[config.mk]
export PLATFORM = sky130hd
export DESIGN_NAME = adjust_pulse_gen
export DESIGN_NICKNAME = d
export VERILOG_FILES = /design/src/rtl/clk_set_pkg.sv /design/src/rtl/btn_debounce.sv /design/src/rtl/adjust_pulse_gen.sv
export SDC_FILE = /design/constraint.sdc
export NUM_CORES = 1
export LEC_CHECK = 0
export BUFFER_PORTS_ARGS = -buffer_cell sky130_fd_sc_hd__buf_2
export CORE_MARGIN = 10
export CORE_UTILIZATION = 25
export DETAILED_ROUTE_END_ITERATION = 10
export GPL_TIMING_DRIVEN = 1
export PLACE_DENSITY = 0.38
export REMOVE_ABC_BUFFERS = 1
export SLEW_MARGIN = 20
export SYNTH_ARGS = -nofsm -noshare
export SYNTH_HDL_FRONTEND = slang
export SYNTH_SLANG_ARGS = --single-unit
[constraint.sdc]
create_clock -name clk -period 6.7 [get_ports clk]
set_clock_uncertainty 0.2 [all_clocks]
set_input_delay 0 -clock clk [delete_from_list [all_inputs] [get_ports clk]]
set_output_delay 0 -clock clk [all_outputs]
set_load 0.01 [all_outputs]
[src/rtl/clk_set_pkg.sv]
// Shared types and constants for the alarm-clock time/alarm setting front end.
package clk_set_pkg;

    typedef enum logic [1:0] {
        IDLE   = 2'd0,
        HOLD   = 2'd1,
        REPEAT = 2'd2
    } fsm_state_e;

    localparam logic DIR_UP   = 1'b1;
    localparam logic DIR_DOWN = 1'b0;

endpackage

[src/rtl/btn_debounce.sv]
// Two-flop synchronizer followed by a counting debouncer; emits the debounced
// level and a one-cycle flag on each debounced rising edge.
module btn_debounce #(
    parameter int DEB_CYCLES = 100000
) (
    input  logic clk,
    input  logic rst,
    input  logic btn_raw,
    output logic level,
    output logic rise
);

    localparam int CW = $clog2(DEB_CYCLES + 1);
    localparam logic [CW-1:0] CNT_LAST = CW'(DEB_CYCLES - 1);

    logic          sync1_q, sync1_d;
    logic          sync2_q, sync2_d;
    logic          level_q, level_d;
    logic          rise_q, rise_d;
    logic [CW-1:0] cnt_q, cnt_d;

    // The count only advances while the synchronized input disagrees with the
    // debounced level; any agreeing sample drops it back to zero.
    always_comb begin
        sync1_d = btn_raw;
        sync2_d = sync1_q;
        level_d = level_q;
        rise_d  = 1'b0;
        cnt_d   = '0;
        if (sync2_q != level_q) begin
            if (cnt_q >= CNT_LAST) begin
                level_d = sync2_q;
                rise_d  = sync2_q;
            end else begin
                cnt_d = cnt_q + 1'b1;
            end
        end
    end

    always_ff @(posedge clk) begin
        if (rst) begin
            sync1_q <= 1'b0;
            sync2_q <= 1'b0;
            level_q <= 1'b0;
            rise_q  <= 1'b0;
            cnt_q   <= '0;
        end else begin
            sync1_q <= sync1_d;
            sync2_q <= sync2_d;
            level_q <= level_d;
            rise_q  <= rise_d;
            cnt_q   <= cnt_d;
        end
    end

    assign level = level_q;
    assign rise  = rise_q;

endmodule

[src/rtl/adjust_pulse_gen.sv]
// Up/down pushbutton front end: debounces both buttons and produces single-cycle
// count strobes with hold-to-auto-repeat, plus the registered count direction.
module adjust_pulse_gen
    import clk_set_pkg::*;
#(
    parameter int DEB_CYCLES    = 100000,
    parameter int HOLD_CYCLES   = 50000000,
    parameter int REPEAT_CYCLES = 10000000
) (
    input  logic clk,
    input  logic rst,
    input  logic btn_up,
    input  logic btn_down,
    output logic en,
    output logic Up_Down_en
);

    localparam int TMAX = (HOLD_CYCLES > REPEAT_CYCLES) ? HOLD_CYCLES : REPEAT_CYCLES;
    localparam int TW   = $clog2(TMAX + 1);
    localparam logic [TW-1:0] HOLD_LAST = TW'(HOLD_CYCLES - 1);
    localparam logic [TW-1:0] REP_LAST  = TW'(REPEAT_CYCLES - 1);
    localparam logic [TW-1:0] TIMER_SAT = TW'(TMAX);

    logic up_level, up_rise, down_level, down_rise;

    btn_debounce #(.DEB_CYCLES(DEB_CYCLES)) u_deb_up (
        .clk     (clk),
        .rst     (rst),
        .btn_raw (btn_up),
        .level   (up_level),
        .rise    (up_rise)
    );

    btn_debounce #(.DEB_CYCLES(DEB_CYCLES)) u_deb_down (
        .clk     (clk),
        .rst     (rst),
        .btn_raw (btn_down),
        .level   (down_level),
        .rise    (down_rise)
    );

    fsm_state_e    state_q, state_d;
    logic [TW-1:0] timer_q, timer_d;
    logic [TW-1:0] timer_inc;
    logic          en_q, en_d;
    logic          dir_q, dir_d;
    logic          latched_level, other_level;

    // Release and conflict take priority over a due repeat, and a pulse is
    // never issued right after another one so en cannot stay high two cycles.
    always_comb begin
        state_d       = state_q;
        timer_d       = timer_q;
        en_d          = 1'b0;
        dir_d         = dir_q;
        latched_level = dir_q ? up_level : down_level;
        other_level   = dir_q ? down_level : up_level;
        timer_inc     = (timer_q != TIMER_SAT) ? timer_q + 1'b1 : timer_q;
        case (state_q)
            IDLE: begin
                if (up_rise ^ down_rise) begin
                    en_d    = 1'b1;
                    dir_d   = up_rise ? DIR_UP : DIR_DOWN;
                    state_d = HOLD;
                    timer_d = '0;
                end
            end
            HOLD, REPEAT: begin
                if (!latched_level || other_level) begin
                    state_d = IDLE;
                end else if (!en_q && timer_q >= ((state_q == HOLD) ? HOLD_LAST : REP_LAST)) begin
                    en_d    = 1'b1;
                    state_d = REPEAT;
                    timer_d = '0;
                end else begin
                    timer_d = timer_inc;
                end
            end
            default: state_d = IDLE;
        endcase
    end

    always_ff @(posedge clk) begin
        if (rst) begin
            state_q <= IDLE;
            timer_q <= '0;
            en_q    <= 1'b0;
            dir_q   <= DIR_UP;
        end else begin
            state_q <= state_d;
            timer_q <= timer_d;
            en_q    <= en_d;
            dir_q   <= dir_d;
        end
    end

    assign en         = en_q;
    assign Up_Down_en = dir_q;

endmodule

* Word level (Yosys, flattened, before mapping)
Cells that the tools add are included.
Word-level totals: register bits 72, bits of input ports 4, word-level logic and storage cells 67
Cells by class: add/sub/neg operators 3, $lt $le $gt $ge 3, eq/ne operators 9, multiplexer cells 17, bitwise logic cells 5, reductions and logical operators 16
Operators by type and width (count):
- $mux 26 | 5
- $pmux 26 s2 | 1
- $add 17x1->17 const B | 2
- $ge 17x17->1 const B | 2
- $add 26x1->26 const B | 1
- $ge 26x26->1 | 1
- $ne 26x26->1 const B | 1
- $reduce_or 3->1 | 4
- $reduce_and 2->1 | 4
- $mux 1 | 6
- $mux 2 | 3
- $ne 3x3->1 const B | 2
- $ne 2x2->1 const B | 2
- $not 1->1 | 4
- $pmux 2 s2 | 1
- $reduce_and 4->1 | 1
- $eq 2x1->1 const B | 1
- $eq 2x2->1 const B | 1
- $logic_not 1->1 | 2
- $logic_not 2->1 | 1
- $ne 1x1->1 | 2
- $pmux 1 s2 | 1
- $reduce_bool 2->1 | 1
- $reduce_or 2->1 | 1
- 3 further kinds | 3

* Depth between registers and ports, before layout
depth in word-level cells 7, gate-level depth with buffers 12, mapped depth without buffers 10

* By module
A second synthesis with hierarchy kept.
Unflattened totals: cell total of the unflattened synthesis 418, area, all modules 3898.7 sq um
By module, submodules not included:
- adjust_pulse_gen | times used 1, cells an instance 228, area an instance 2049.5 sq um, seq. area each 600.6 sq um
- btn_debounce | times used 2, cells an instance 95, area an instance 924.6 sq um, seq. area each 420.4 sq um

* Worst setup path before layout
No wires, ideal clock.
path type register to register, start register state_q[1], end register timer_q[0], arrival time 2.680 ns, setup slack 3.700 ns, stages on the path, launching flop included 13, clock period less this slack 3.000 ns, cells stage by stage dfxtp_1 > inv_1 > ha_1 > inv_1 > ha_1 > nand4b_4 > or4b_4 > nor4_4 > or4_1 > buf_6 > buf_6 > o21ai_2 > mux2_2
On the way: cells in the longest elaborated chain, start to end 7
RTL lines:
- start: declaration | line adjust_pulse_gen.sv:42 | fsm_state_e state_q, state_d;
- start signal: assignment | line adjust_pulse_gen.sv:90 | state_q <= state_d;
- $eq 2x1->1 | line adjust_pulse_gen.sv:59, adjust_pulse_gen.sv:71
- $mux 26 | line adjust_pulse_gen.sv:71 | end else if (!en_q && timer_q >= ((state_q == HOLD) ? HOLD_LAST : REP_LAST)) begin
- $ge 26x26->1 | line adjust_pulse_gen.sv:71
- $logic_and 1x1->1 | line adjust_pulse_gen.sv:71
- $mux 26 | line adjust_pulse_gen.sv:71
- $mux 26 | line adjust_pulse_gen.sv:69 | if (!latched_level || other_level) begin
- $pmux 26 s2 | line adjust_pulse_gen.sv:59 | case (state_q)
- end signal: assignment | line adjust_pulse_gen.sv:91 | timer_q <= timer_d;
- end: declaration | line adjust_pulse_gen.sv:43 | logic [TW-1:0] timer_q, timer_d;
Several ways; a longest one is shown, not always the timed one. The select of a mux whose other input is x is not followed. A chain may end at the register's enable or synchronous reset.

* Final worst setup path
Ends and elaborated chain as after synthesis.

==> run metrics <==
outcome=finished, final reports clean; area of the multi-input gates=2240 um2; Setup TNS=0 ns; Setup violations, final=0; htree depth=3; CP endpoint kind=flop; Wirelength per Cell=15.0 um; # rows=45; Residual DRC=0; die area=20800 um2; Final min period=3.80 ns; routed length on met1=4820 um; layout cell share with drive strength beyond 1=7.96%; CTS tree=done; Tot Pwr=961 uW; startpoint types=flop; clk_lat worst skew=0.34 ns; DR WL met3=351 um; RSZ-0062 raised after global routing=no; Design Area, Final=4380 um2; Reg clk slew, reported paths=0.06 ns; Worst-Margin Slew=0.859 ns; Pre-Repair DR Iteration Count=4; Register Area=1440 um2; Gate Count Post-Synth=457; non-filler cells, final=653; Pwr Density=219 nW/um2; top-area cell type share of the netlist area=37.4%; Seq cells post-synth=72; worst vdd ir=141 uV; GRT Residual Overflow=0; Clock Sinks=72; Total GRT Usage=10.1%; initial cell density of the core=25.4%; Ys Warns=0; highest routed metal layer=met4; Synth area leaders=dfxtp_1 37%, nor2_1 5.8%, ha_1 4.5%; Post-synth EDFFs=0; Synth Cell Area=3850 um2; synth-to-layout area growth=13.7%; Critical Path RT=6.73 ns; Critical Path AT=3.83 ns; Setup CP Type=flop to flop; fin nets=478; Peak Freq=263 MHz; Mean Syn Cell Area=8.43 um2; drt total wl=9780 um; routed wl met2=4340 um; Antenna diodes=0; Vias/cell=4.94; final RePlAce weighted congestion=0.787; Slew Limit Headroom=42.6%; Crit Path Max Fanout=17; Hold Crit Class=flop to flop; Hold WS=0.238 ns; Iteration-0 DRC Markers=163; area leader, netlist=dfxtp_1; global-route wire length before repair=16600 um; top_reg_cell synth=dfxtp_1; hpwl dp=6770 um; placed inst area=4020 um2; core area=15100 um2; max-cap violation count=0; IO buf count=5; # IOs=6; placed cells=632; die height=144 um; clk buf depth=2; period utilization=56.8%; post-route ant nets=0; largest net degree at the start of global routing=25; sequential-to-total area share from yosys stat=37.4%; routed vias=3226; vias in the first global route=3232; total leakage power=0.00151 uW; Die X=144 um; initial antenna violation count=0; Max Slew Vio Count=0; CTS Buf Count=9; clk root buf=clkbuf_16; final hold violations=0; FFs w/ async S/R, synth=0%; Yosys cell types=60; # fillers=1598
[synthesized netlist by cell type (3+ instances only)]
library cell	instances
nand2b_1	3
nand3_1	35
a22o_1	10
nor2_1	60
a211o_1	3
a21oi_1	11
and3_1	15
xor2_1	20
nor4_1	8
a31o_2	3
inv_1	14
ha_1	14
o21ai_1	3
and4_1	6
nand2_1	33
dfxtp_1	72
or4_1	4
buf_2	4
nand4_1	10
nor3_1	14
clkbuf_1	10
nand3b_1	4
nor2b_1	7
xnor2_1	14
a31oi_1	9
o21ai_0	16
or3_1	6
buf_6	5
and2_1	4
nand4b_1	3
[sequential cells by signal, indices dropped and copies added (netlist names), 2 cells and up]
name / count
u_deb_up.cnt_q: 17
timer_q: 26
u_deb_down.cnt_q: 17
state_q: 2
[worst paths after layout]
check | depth (start not counted) | startpoint | endpoint | slack (ns)
setup / recovery | 10 | state_q[1] | timer_q[0] | 2.90
hold / removal | 1 | u_deb_down.sync1_q | u_deb_down.sync2_q | 0.24
setup reg to reg | 10 | state_q[1] | timer_q[0] | 2.90
hold reg to reg | 1 | u_deb_down.sync1_q | u_deb_down.sync2_q | 0.24
[cells by family (layout without fill, tap and decap cells)]
| kind of cell | Yosys count | after routing | synth area share (%) |
|---|---|---|---|
| AO/OA/AOI/OAI | 77 | 77 | 14.1 |
| XOR/XNOR | 34 | 34 | 7.73 |
| adder cells (fa/ha/maj) | 14 | 14 | 4.55 |
| buffers and inverters | 35 | 43 | 4.61 |
| flip-flops | 72 | 72 | 37.4 |
| multiplexers | 3 | 3 | 0.812 |
| AND/OR/NAND/NOR | 222 | 222 | 30.8 |
[layout make-up]
type / count / area share, %
Multi-Input combinational cell: 350 / 51.2
Clock inverter: 5 / 1.86
Sequential cell: 72 / 32.9
Timing Repair Buffer: 12 / 2.06
Inverter: 15 / 1.29
Clock buffer: 11 / 5.31
Tap cell: 188 / 5.37
[critical path, cell delays in order, from the launching register on]
cell,delay (ns)
dfxtp_1,0.32
inv_1,0.11
ha_1,0.23
inv_1,0.16
ha_1,0.30
nor4bb_1,0.46
nand4_1,0.28
a311oi_2,0.42
or4_1,0.59
nor2_1,0.29
mux2_2,0.32
[layer usage]
layer  up-vias  GRT usage [%]
met5         -              0
met3        22           3.25
li1       1662              -
met2        48           15.8
met4         0           3.88
met1      1494           12.7
[repair_timing]
item	CTS	global route
hold endpoints to repair	14	0
setup buffers	0	0
hold buffers	5	0
gates resized for setup	0	0
[per-stage QoR]
stage | utilization, % | setup slack, ns
floorplan | - | 3.53
global placement | 26.5 | 3.05
detailed placement | 26.5 | 2.91
CTS | 28.9 | 2.88
global route | 28.9 | 2.62
finish | 28.9 | 2.90
[power breakdown]
part	total (uW)	internal (uW)	switching, uW
combinational	15.6	5.55	10.1
sequential	431	430	0.961
clock	515	326	189
[layout by cell type (no fill, tap or decap), types with 4 or more instances in the layout]
cell type	instances
a21oi_1	11
a22o_1	10
a31oi_1	9
and2_1	4
and3_1	15
and4_1	6
buf_2	5
clkbuf_16	9
dfxtp_1	72
dlygate4sd3_1	5
ha_1	14
inv_1	14
nand2_1	33
nand3_1	35
nand3b_1	4
nand4_1	10
nor2_1	60
nor2b_1	7
nor3_1	13
nor4_1	8
o21ai_0	16
or3_1	6
or4_1	4
xnor2_1	14
xor2_1	20
No activity file was read; power rests on OpenSTA's default activity.
